===== src/rtl/burst_pkg.sv =====
// Shared types and default widths for the burst sequencer and its beat counter.
package burst_pkg;

    localparam int DEFAULT_ADDR_WIDTH    = 8;
    localparam int DEFAULT_COUNTER_WIDTH = 4;

    typedef enum logic [1:0] {
        ST_IDLE  = 2'd0,
        ST_BURST = 2'd1,
        ST_DONE  = 2'd2
    } burst_state_e;

endpackage


===== src/rtl/beat_counter.sv =====
// Beat index counter with last-beat compare; it stops on the final beat so it never wraps.
module beat_counter
    import burst_pkg::*;
#(
    parameter int COUNTER_WIDTH = DEFAULT_COUNTER_WIDTH
) (
    input  logic                     clk,
    input  logic                     rst,
    input  logic                     clear,
    input  logic                     inc,
    input  logic [COUNTER_WIDTH-1:0] len,
    output logic [COUNTER_WIDTH-1:0] count,
    output logic                     last
);

    logic [COUNTER_WIDTH-1:0] count_q;
    logic [COUNTER_WIDTH-1:0] count_d;

    always_comb begin
        count_d = count_q;
        if (clear) begin
            count_d = '0;
        end else if (inc && !last) begin
            count_d = count_q + COUNTER_WIDTH'(1);
        end
    end

    always_ff @(posedge clk) begin
        if (rst) begin
            count_q <= '0;
        end else begin
            count_q <= count_d;
        end
    end

    assign count = count_q;
    assign last  = (count_q == len);

endmodule


===== src/rtl/burst_sequencer.sv =====
// Burst address sequencer: IDLE -> BURST (one beat per handshake) -> DONE pulse -> IDLE.
// Optional abort input/aborted output are built when BURST_SEQ_ABORT_EN is defined.
module burst_sequencer
    import burst_pkg::*;
#(
    parameter int ADDR_WIDTH    = DEFAULT_ADDR_WIDTH,
    parameter int COUNTER_WIDTH = DEFAULT_COUNTER_WIDTH
) (
    input  logic                     clk,
    input  logic                     rst,
    input  logic                     start,
    output logic                     start_ready,
    input  logic [ADDR_WIDTH-1:0]    start_addr,
    input  logic [COUNTER_WIDTH-1:0] burst_len,
    output logic                     beat_valid,
    input  logic                     beat_ready,
    output logic [ADDR_WIDTH-1:0]    addr,
    output logic [COUNTER_WIDTH-1:0] beat_idx,
    output logic                     last,
    output logic                     busy,
    output logic                     done
`ifdef BURST_SEQ_ABORT_EN
    ,
    input  logic                     abort,
    output logic                     aborted
`endif
);

    burst_state_e             state_q, state_d;
    logic [ADDR_WIDTH-1:0]    addr_base_q, addr_base_d;
    logic [COUNTER_WIDTH-1:0] len_q, len_d;
    logic                     aborted_q, aborted_d;

    logic                     cnt_clear;
    logic                     cnt_inc;
    logic [COUNTER_WIDTH-1:0] cnt;
    logic                     cnt_last;
    logic                     abort_req;

`ifdef BURST_SEQ_ABORT_EN
    assign abort_req = abort;
`else
    assign abort_req = 1'b0;
`endif

    beat_counter #(
        .COUNTER_WIDTH (COUNTER_WIDTH)
    ) u_beat_counter (
        .clk   (clk),
        .rst   (rst),
        .clear (cnt_clear),
        .inc   (cnt_inc),
        .len   (len_q),
        .count (cnt),
        .last  (cnt_last)
    );

    always_comb begin
        state_d     = state_q;
        addr_base_d = addr_base_q;
        len_d       = len_q;
        aborted_d   = aborted_q;
        cnt_clear   = 1'b0;
        cnt_inc     = 1'b0;
        case (state_q)
            ST_IDLE: begin
                if (start) begin
                    addr_base_d = start_addr;
                    len_d       = burst_len;
                    aborted_d   = 1'b0;
                    cnt_clear   = 1'b1;
                    state_d     = ST_BURST;
                end
            end
            ST_BURST: begin
                if (beat_ready) begin
                    cnt_inc = 1'b1;
                    if (cnt_last) begin
                        state_d = ST_DONE;
                    end
                end
                // An abort that coincides with the final handshake is a normal completion.
                if (abort_req && !(beat_ready && cnt_last)) begin
                    state_d   = ST_DONE;
                    aborted_d = 1'b1;
                end
            end
            ST_DONE: begin
                state_d = ST_IDLE;
            end
            default: begin
                state_d = ST_IDLE;
            end
        endcase
    end

    always_ff @(posedge clk) begin
        if (rst) begin
            state_q     <= ST_IDLE;
            addr_base_q <= '0;
            len_q       <= '0;
            aborted_q   <= 1'b0;
        end else begin
            state_q     <= state_d;
            addr_base_q <= addr_base_d;
            len_q       <= len_d;
            aborted_q   <= aborted_d;
        end
    end

    always_comb begin
        start_ready = (state_q == ST_IDLE);
        busy        = (state_q != ST_IDLE);
        done        = (state_q == ST_DONE);
        beat_valid  = 1'b0;
        addr        = '0;
        beat_idx    = '0;
        last        = 1'b0;
        if (state_q == ST_BURST) begin
            beat_valid = 1'b1;
            addr       = addr_base_q + ADDR_WIDTH'(cnt);
            beat_idx   = cnt;
            last       = cnt_last;
        end
    end

`ifdef BURST_SEQ_ABORT_EN
    assign aborted = (state_q == ST_DONE) && aborted_q;
`endif

endmodule


===== config.mk =====
export PLATFORM = sky130hd
export DESIGN_NAME = burst_sequencer
export DESIGN_NICKNAME = d
export VERILOG_FILES = /design/src/rtl/burst_pkg.sv /design/src/rtl/beat_counter.sv /design/src/rtl/burst_sequencer.sv
export SDC_FILE = /design/constraint.sdc
export NUM_CORES = 1
export LEC_CHECK = 0
export ABC_AREA = 1
export CORE_MARGIN = 2
export CORE_UTILIZATION = 46
export DETAILED_ROUTE_END_ITERATION = 6
export GPL_ROUTABILITY_DRIVEN = 1
export PLACE_DENSITY = 0.83
export SYNTH_ARGS = -nofsm -noshare
export SYNTH_HDL_FRONTEND = slang
export SYNTH_HIERARCHICAL = 1
export SYNTH_SLANG_ARGS = --single-unit

===== constraint.sdc =====
create_clock -name clk -period 2.1 [get_ports clk]
set_input_delay 0.21 -clock clk [delete_from_list [all_inputs] [get_ports clk]]
set_output_delay 0.21 -clock clk [all_outputs]
set_load 0.03 [all_outputs]

==> results.yml, run 1 <==
timing:
  fmax_mhz: 497
  worst_slew_pin_slew_ps: 804
  min_period_over_period_pct: 95.9
  hold_slack_ps: 458
  slew_headroom_pct: 46.2
  min_period_ps: 2010
  clock_skew_ps: 3.47
  drv_slew: 0
  setup_viol: 0
  hold_viol_final: 0
logic_synthesis:
  synthArstFlopShare_pct: 0
  ys_warn_count: 6
  ys_ff_latch: 18
  ys.flop_type: "dfxtp_1"
  synth_nets: 195
  synthTopCellsByCount: "nand2_1 (48), inv_1 (26), nor2_1 (25)"
  synthCells: 173
  synth_top_cell_by_area: "dfxtp_1"
  synth_edf_count: 0
  netlist_area_um2: 1130
  seq_area_frac_synth_pct: 31.9
  synthTopCellsByArea: "dfxtp_1 (32%), nand2_1 (16%), a21oi_1 (8.9%)"
  synth_top_area_share_pct: 31.9
  synth_most_common_cell: "nand2_1"
  syn_avg_cell_area_um2: 6.52
  ys_types: 21
clock_tree:
  hold_buffers: 0
  htree_levels: 1
  tritoncts: "built"
  post_cts_buffers: 0
  cts_buffers: 3
  clockBufferDepth: 2
  clock_latency_ps: 290
  clkTransAtPathRegs_ps: 100
  cts_root_buf: "clkbuf_4"
  cts_sinks: 18
routing:
  drc: 0
  drt_wl_total_um: 2700
  routed-via-count: 1199
  first_iter_violations: 32
  ant_nets: 0
  wl_per_cell_um: 11.3
  detail_route.vias_per_cell: 5.02
  first_pass_iters: 4
critical_path:
  cp.required_ps: 1890
  startpoint_type: "flop"
  endpoint_kind: "output port"
  critical_path_class: "flop to output port"
  crit_fanout: 4
  arrival_ps: 1800
global_routing:
  grt_usage_pct: 21.8
  grt_pass1_wl_um: 4620
  antenna_found_initial: 0
  grt_overflow: 0
  grt_max_degree: 17
  grt_pass1_vias: 1146
final_layout:
  fin_cells: 239
  synthToLayoutAreaGrowth_pct: 35.9
  layout-drive-gt1-share_pct: 15.6
  antenna_cells: 0
  fin_nets: 234
placement:
  dpl.hpwl_um: 2030
  dpl.cell_count: 235
  io_buffers: 32
  place_congestion: 0.800
floorplanning:
  die_w_um: 53.5
  ios: 33
  core_um2: 2280
  placementRows: 17
  die_h_um: 53.5
  start_util_pct: 49.6
  die-area_um2: 2870
power:
  power_leakage_nw: 0.698
  power_density_nw_per_um2: 537
  ir_drop_uv: 454
job:
  cap_violations: 0
run_status:
  run_status: "complete, no violations"
worst_hold_path:
  hold_path.class: "primary input to flop"
## per-stage QoR
step           area, µm²  util [%]  total power, mW  setup TNS [ps]  worst slack (ps)
2_1_floorplan       1130         -            0.534               0               191
3_3_place_gp        1490      65.5            0.612               0              57.3
6_report            1530      67.4            0.824               0              86.8
5_1_grt             1530      67.4            0.877           -25.7             -25.7
3_5_place_dp        1490      65.5            0.620           -21.1             -19.1
4_1_cts             1520      66.9            0.826               0              7.03
## critical path, cell delays in order, from the launching register on
cell     delay, ps
dfxtp_1        420
ha_1           310
or2_2          330
nand3_2        100
o21ai_0         80
nor2_1         110
buf_4          160
## final timing paths
kind                                                            from                              endpoint  cells past startpoint  slack (ps)
worst min-delay path                                    burst_len[0]                 len_q[0]$_SDFFE_PP0P_                      3         460
worst max register to register               state_q[0]$_SDFFE_PP0P_  u_beat_counter/count[3]$_SDFFE_PP0P_                      9         380
worst max-delay path            u_beat_counter/count[3]$_SDFFE_PP0P_                               addr[6]                      6          90
worst min register to register                 len_q[1]$_SDFFE_PP0P_                 len_q[1]$_SDFFE_PP0P_                      2         480
## cells in the final DEF (no fill, tap or decap), drive strengths merged
| cell type | instances |
|---|---|
| a211oi | 2 |
| a21oi | 20 |
| buf | 8 |
| clkbuf | 7 |
| clkdlybuf4s18 | 1 |
| clkdlybuf4s50 | 19 |
| dfxtp | 18 |
| dlygate4sd2 | 6 |
| fa | 1 |
| ha | 5 |
| inv | 28 |
| nand2 | 50 |
| nand3 | 10 |
| nand4 | 1 |
| nor2 | 29 |
| nor4 | 1 |
| o21ai | 4 |
| or2 | 1 |
## metal layers
metal / vias up / share of wire (%) / global-route usage, %
met5: - / 0 / 0
met4: 0 / 1.0 / 8.55
met3: 4 / 3.4 / 2.78
met2: 27 / 53 / 40.5
met1: 551 / 43 / 25.0
li1: 617 / - / -
## what timing repair did
action                                 4_1_cts  5_1_grt
endpoints found under the hold margin        0        0
resized for setup                           16       16
setup endpoints to repair                   12        8
pin swaps                                    0        0
## state kept, by name, summed over array words and instances (netlist names)
name / count
addr_base_q: 8
u_beat_counter/count: 4
len_q: 4
state_q: 2
## final cells by class
class                      count  area, µm²
tap                           28       35.0
fill                         205        742
sequential                    18        363
timing repair buffer          37        325
inverter                      28        105
multi-input combinational    124        669
clock buffer                   4       36.3
## power breakdown
| group | internal, mW | total [mW] | switching (mW) |
|---|---|---|---|
| logic | 0.0937 | 0.232 | 0.138 |
| clock network | 0.106 | 0.211 | 0.106 |
| registers | 0.362 | 0.381 | 0.0187 |
| total | 0.562 | 0.824 | 0.263 |
## cells by family after synthesis
kind of cell / synth area share (%)
AO/OA/AOI/OAI: 12.0
flip-flops: 31.9
adder cells (fa/ha/maj): 7.32
AND/OR/NAND/NOR: 37.1
buffers and inverters: 11.6
No activity file was read; power rests on OpenSTA's default activity.
==> run 2: changes to the inputs <==
--- a/config.mk
+++ b/config.mk
@@ -10,7 +10,7 @@
 export CORE_UTILIZATION = 46
 export DETAILED_ROUTE_END_ITERATION = 6
 export GPL_ROUTABILITY_DRIVEN = 1
-export PLACE_DENSITY = 0.83
+export PLACE_DENSITY = 0.81
 export SYNTH_ARGS = -nofsm -noshare
 export SYNTH_HDL_FRONTEND = slang
 export SYNTH_HIERARCHICAL = 1
==> results.yml, run 2 (same netlist as run 1, synthesis figures left out) <==
placement:
  place_congestion: 0.803
  post-place-ws_ps: -12.1
  io_buffers: 32
  dpl.cell_count: 234
  dpl.hpwl_um: 1980
power:
  total_power_mw: 0.825
  intPower_mw: 0.561
  power_leakage_nw: 0.685
  ir_drop_uv: 437
  p_seq_share_pct: 46.2
  swShare_pct: 32.0
  switching_power_mw: 0.264
  pwr-share-comb_pct: 27.4
  power_density_nw_per_um2: 543
  pwr-share-clk_pct: 26.4
routing:
  dr.max_layer_used: "met4"
  routed-via-count: 1185
  routedLengthMet1_um: 1070
  first_pass_iters: 4
  ant_nets: 0
  wl_met3_um: 148
  drt_wl_total_um: 2520
  first_iter_violations: 19
  drc: 0
  detail_route.vias_per_cell: 4.98
  wl_per_cell_um: 10.6
  wl_met2_um: 1250
critical_path:
  timing.critical_path.slowest_stage_cell: "dfxtp_1"
  crit_fanout: 4
  crit_chain: "ha_1 -> or2_2 -> nand3_2 -> o21ai_0 -> nor2_1 -> buf_4"
  critical_path_class: "flop to output port"
  cpPeakStageDelay_ps: 410
  arrival_ps: 1790
  startpoint_type: "flop"
  cp.required_ps: 1890
  endpoint_kind: "output port"
timing:
  min_period_ps: 2000
  setup_viol: 0
  drv_slew: 0
  fin_ws_ps: 102
  slew_headroom_pct: 49.9
  hold_slack_ps: 453
  clock_skew_ps: 3.38
  min_period_over_period_pct: 95.1
  fmax_mhz: 501
  hold_viol_final: 0
  worst_slew_pin_slew_ps: 749
global_routing:
  grt_pass1_wl_um: 4230
  grt_overflow: 0
  grt_usage_pct: 20.5
  grt_pass1_vias: 1033
  antenna_found_initial: 0
  grt_max_degree: 17
floorplanning:
  start_util_pct: 49.6
  core_um2: 2280
  die_h_um: 53.5
  ios: 33
  die-area_um2: 2870
  die_w_um: 53.5
  placementRows: 17
worst_hold_path:
  hold_path.class: "primary input to flop"
final_layout:
  fin_cells: 238
  ff_latch_area_um2: 363
  top_register: "addr_base_q"
  num-fill-cells: 214
  layout_common_cells: "nand2_1 (48), inv_1 (26), nor2_1 (25)"
  multi_input_area_um2: 664
  synthToLayoutAreaGrowth_pct: 34.6
  final_common_cell: "nand2_1"
  largest_reg_flops: 8
  fin_nets: 233
  layout-drive-gt1-share_pct: 14.8
  antenna_cells: 0
clock_tree:
  hold_buffers: 0
  clockBufferDepth: 2
  cts_buffers: 3
  cts_root_buf: "clkbuf_4"
  tritoncts: "built"
  clkTransAtPathRegs_ps: 100
  cts_sinks: 18
  clock_latency_ps: 300
  htree_levels: 1
job:
  cap_violations: 0
run_status:
  run_status: "complete, no violations"
run 2: cell count changes in the layout (fill, tap and decap cells not counted), sizes merged:
cell / delta
clkdlybuf4s18: -1
buf: -1
clkbuf: +1
run 2: area by class of cell:
type / instances / share of cell area, %
clock buffers: 4 / 2.39
inverters: 28 / 6.92
well taps: 28 / 2.31
flip-flops and latches: 18 / 23.9
multi-input cells: 124 / 43.7
repair buffers: 36 / 20.8
run 2: worst paths after layout:
check,start,to,slack [ps],cells after the start
max,u_beat_counter/count[3]$_SDFFE_PP0P_,addr[6],100,6
min,start_addr[4],addr_base_q[4]$_SDFFE_PP0P_,450,3
max reg2reg,state_q[0]$_SDFFE_PP0P_,u_beat_counter/count[3]$_SDFFE_PP0P_,420,9
min reg2reg,addr_base_q[3]$_SDFFE_PP0P_,addr_base_q[3]$_SDFFE_PP0P_,480,2
run 2: power groups by stage:
stage	Clock (mW)	Combinational (mW)	Sequential, mW
global placement	0	0.224	0.386
finish	0.218	0.226	0.381
global route	0.239	0.250	0.384
floorplan	0	0.150	0.384
detailed placement	0	0.229	0.387
CTS	0.227	0.228	0.379
run 2: per-layer routing:
metal	global-route usage [%]	up-vias
met5	0	-
met4	10.3	0
met3	3.33	5
met2	35.4	40
met1	24.6	526
li1	-	614
run 2: per-stage QoR:
stage	util (%)	instance area, µm²	setup TNS [ps]
after global routing	66.7	1520	-0.0242
after CTS	66.7	1520	-36.3
after detailed placement	65.1	1480	-12.1
after global placement	65.1	1480	0
final	66.7	1520	0
after floorplan	-	1130	0
run 2: critical path: cells and delay by family, from the launching register on:
kind                     cells  cell delay [ps]
AO/OA/AOI/OAI                1               80
AND/OR/NAND/NOR              3              540
buffers and inverters        1              160
flip-flops                   1              410
adder cells (fa/ha/maj)      1              300
run 2: timing repair:
action / in CTS / in global routing
pin swaps: 0 / 0
setup buffers: 0 / 0
endpoints found under the setup margin: 13 / 8
resized for setup: 18 / 15
==> run 3: changes to the inputs <==
==> constraint.sdc (replaced) <==
create_clock -name clk -period 2.1 [get_ports clk]
set_input_delay 0.63 -clock clk [delete_from_list [all_inputs] [get_ports clk]]
set_output_delay 0.63 -clock clk [all_outputs]
set_load 0.03 [all_outputs]
==> results.yml, run 3 (same netlist as run 1, synthesis figures left out) <==
routing:
  first_pass_iters: 4
  ant_nets: 0
  wl_per_cell_um: 13.3
  drt_wl_total_um: 3410
  drc: 0
  routed-via-count: 1317
  first_iter_violations: 45
  detail_route.vias_per_cell: 5.14
timing:
  clock_skew_ps: 3.75
  hold_slack_ps: 485
  fin_ws_ps: -353
  min_period_ps: 2450
  rsz0062_at_grt: "yes"
  fmax_mhz: 408
  min_period_over_period_pct: 117
  drv_slew: 0
  hold_viol_final: 0
  setup_viol: 7
  slew_headroom_pct: 80.0
  worst_slew_pin_slew_ps: 300
run_status:
  run_status: "finished, violations left"
  failed_checks: "setup timing"
power:
  ir_drop_uv: 436
  intPower_mw: 0.551
  power_leakage_nw: 0.788
  switching_power_mw: 0.276
  p_seq_share_pct: 46.2
  swShare_pct: 33.4
  pwr-share-comb_pct: 34.1
  pwr-share-clk_pct: 19.7
  power_density_nw_per_um2: 458
global_routing:
  grt_max_degree: 14
  grt_usage_pct: 22.7
  grt_overflow: 0
  grt_pass1_wl_um: 4680
  grt_pass1_vias: 1132
  antenna_found_initial: 0
critical_path:
  arrival_ps: 1820
  crit_fanout: 3
  endpoint_kind: "output port"
  timing.critical_path.slowest_stage_cell: "dfxtp_2"
  startpoint_type: "flop"
  cpPeakStageDelay_ps: 350
  crit_chain: "ha_4 -> buf_4 -> nand2_1 -> nor2_1 -> nand2_2 -> nand3_1 -> nand2_1 -> nor2_1 -> buf_4"
  cp.required_ps: 1470
  critical_path_class: "flop to output port"
clock_tree:
  cts_root_buf: "clkbuf_4"
  clock_latency_ps: 280
  clkTransAtPathRegs_ps: 90
  cts_buffers: 3
  clockBufferDepth: 2
  htree_levels: 1
  tritoncts: "built"
  cts_sinks: 18
floorplanning:
  die_w_um: 53.5
  core_um2: 2280
  start_util_pct: 49.6
  die-area_um2: 2870
  ios: 33
  placementRows: 17
  die_h_um: 53.5
final_layout:
  fin_nets: 252
  synthToLayoutAreaGrowth_pct: 59.9
  layout-drive-gt1-share_pct: 36.0
  stdcell_area_um2: 1800
  top_register: "addr_base_q"
  largest_reg_flops: 8
  layout_common_cells: "nand2_1 (43), buf_4 (25), inv_1 (23)"
  final_common_cell: "nand2_1"
  antenna_cells: 0
placement:
  placed_area_um2: 1550
  place_congestion: 0.926
  io_buffers: 32
  dpl.hpwl_um: 2240
job:
  cap_violations: 0
worst_hold_path:
  hold_path.class: "flop to flop"
==> run 3: cell count changes in the layout (fill, tap and decap cells not counted), sizes merged <==
| cell | previous run | this run |
|---|---|---|
| dlygate4sd2 | 6 | 4 |
| clkdlybuf4s50 | 19 | 15 |
| buf | 7 | 36 |
| clkbuf | 8 | 3 |
==> run 3: power by group through the flow <==
| stage | sequential (mW) | combinational (mW) | clock (mW) |
|---|---|---|---|
| 2_1_floorplan | 0.384 | 0.154 | 0 |
| 3_3_place_gp | 0.383 | 0.247 | 0 |
| 3_5_place_dp | 0.384 | 0.257 | 0 |
| 4_1_cts | 0.378 | 0.257 | 0.168 |
| 5_1_grt | 0.385 | 0.306 | 0.186 |
| 6_report | 0.382 | 0.282 | 0.163 |
==> run 3: layout make-up <==
class | count | area (µm²)
clock buffer | 3 | 22.5
timing repair buffer | 55 | 497
inverter | 28 | 105
multi-input combinational | 124 | 774
sequential | 18 | 370
fill | 155 | 472
tap | 28 | 35.0
==> run 3: path summary, 6_finish.rpt <==
kind                                                      startpoint                                    to  slack (ps)  cells past startpoint
worst min-delay path                           len_q[2]$_SDFFE_PP0P_                 len_q[2]$_SDFFE_PP0P_         480                      2
worst max register to register               state_q[0]$_SDFFE_PP0P_  u_beat_counter/count[3]$_SDFFE_PP0P_         600                     10
worst min register to register                 len_q[2]$_SDFFE_PP0P_                 len_q[2]$_SDFFE_PP0P_         480                      2
worst max-delay path            u_beat_counter/count[3]$_SDFFE_PP0P_                               addr[7]        -350                      9
==> run 3: per-layer routing <==
layer | vias up | GRT usage (%) | routed length, µm
met3 | 8 | 2.50 | 200
met1 | 599 | 25.9 | 1330
li1 | 654 | - | -
met2 | 56 | 41.8 | 1810
met4 | 0 | 10.7 | 71
met5 | - | 0 | 0
==> run 3: critical path, delay by kind of cell, from the launching register on <==
family | cells | cell delay (ps)
buffers and inverters | 2 | 290
adders and majority gates | 1 | 270
DFF | 1 | 350
and+or+nand+nor | 6 | 630
==> run 3: through the flow <==
stage	total power [mW]	setup WS [ps]	instances	utilization [%]	TNS [ps]
2_1_floorplan	0.538	-32.3	173	-	-78.4
3_3_place_gp	0.630	-200	244	68.3	-200
3_5_place_dp	0.641	-217	244	68.3	-237
4_1_cts	0.803	-294	248	71.5	-1700
5_1_grt	0.877	-436	256	79.3	-2080
6_report	0.827	-353	256	79.3	-1430
==> run 3: timing repair <==
| action | CTS | global route |
|---|---|---|
| endpoints found under the setup margin | 12 | 8 |
| buffers inserted | 1 | 8 |
| hold buffers | 0 | 0 |
| pin swaps | 8 | 14 |
| resized for setup | 23 | 31 |
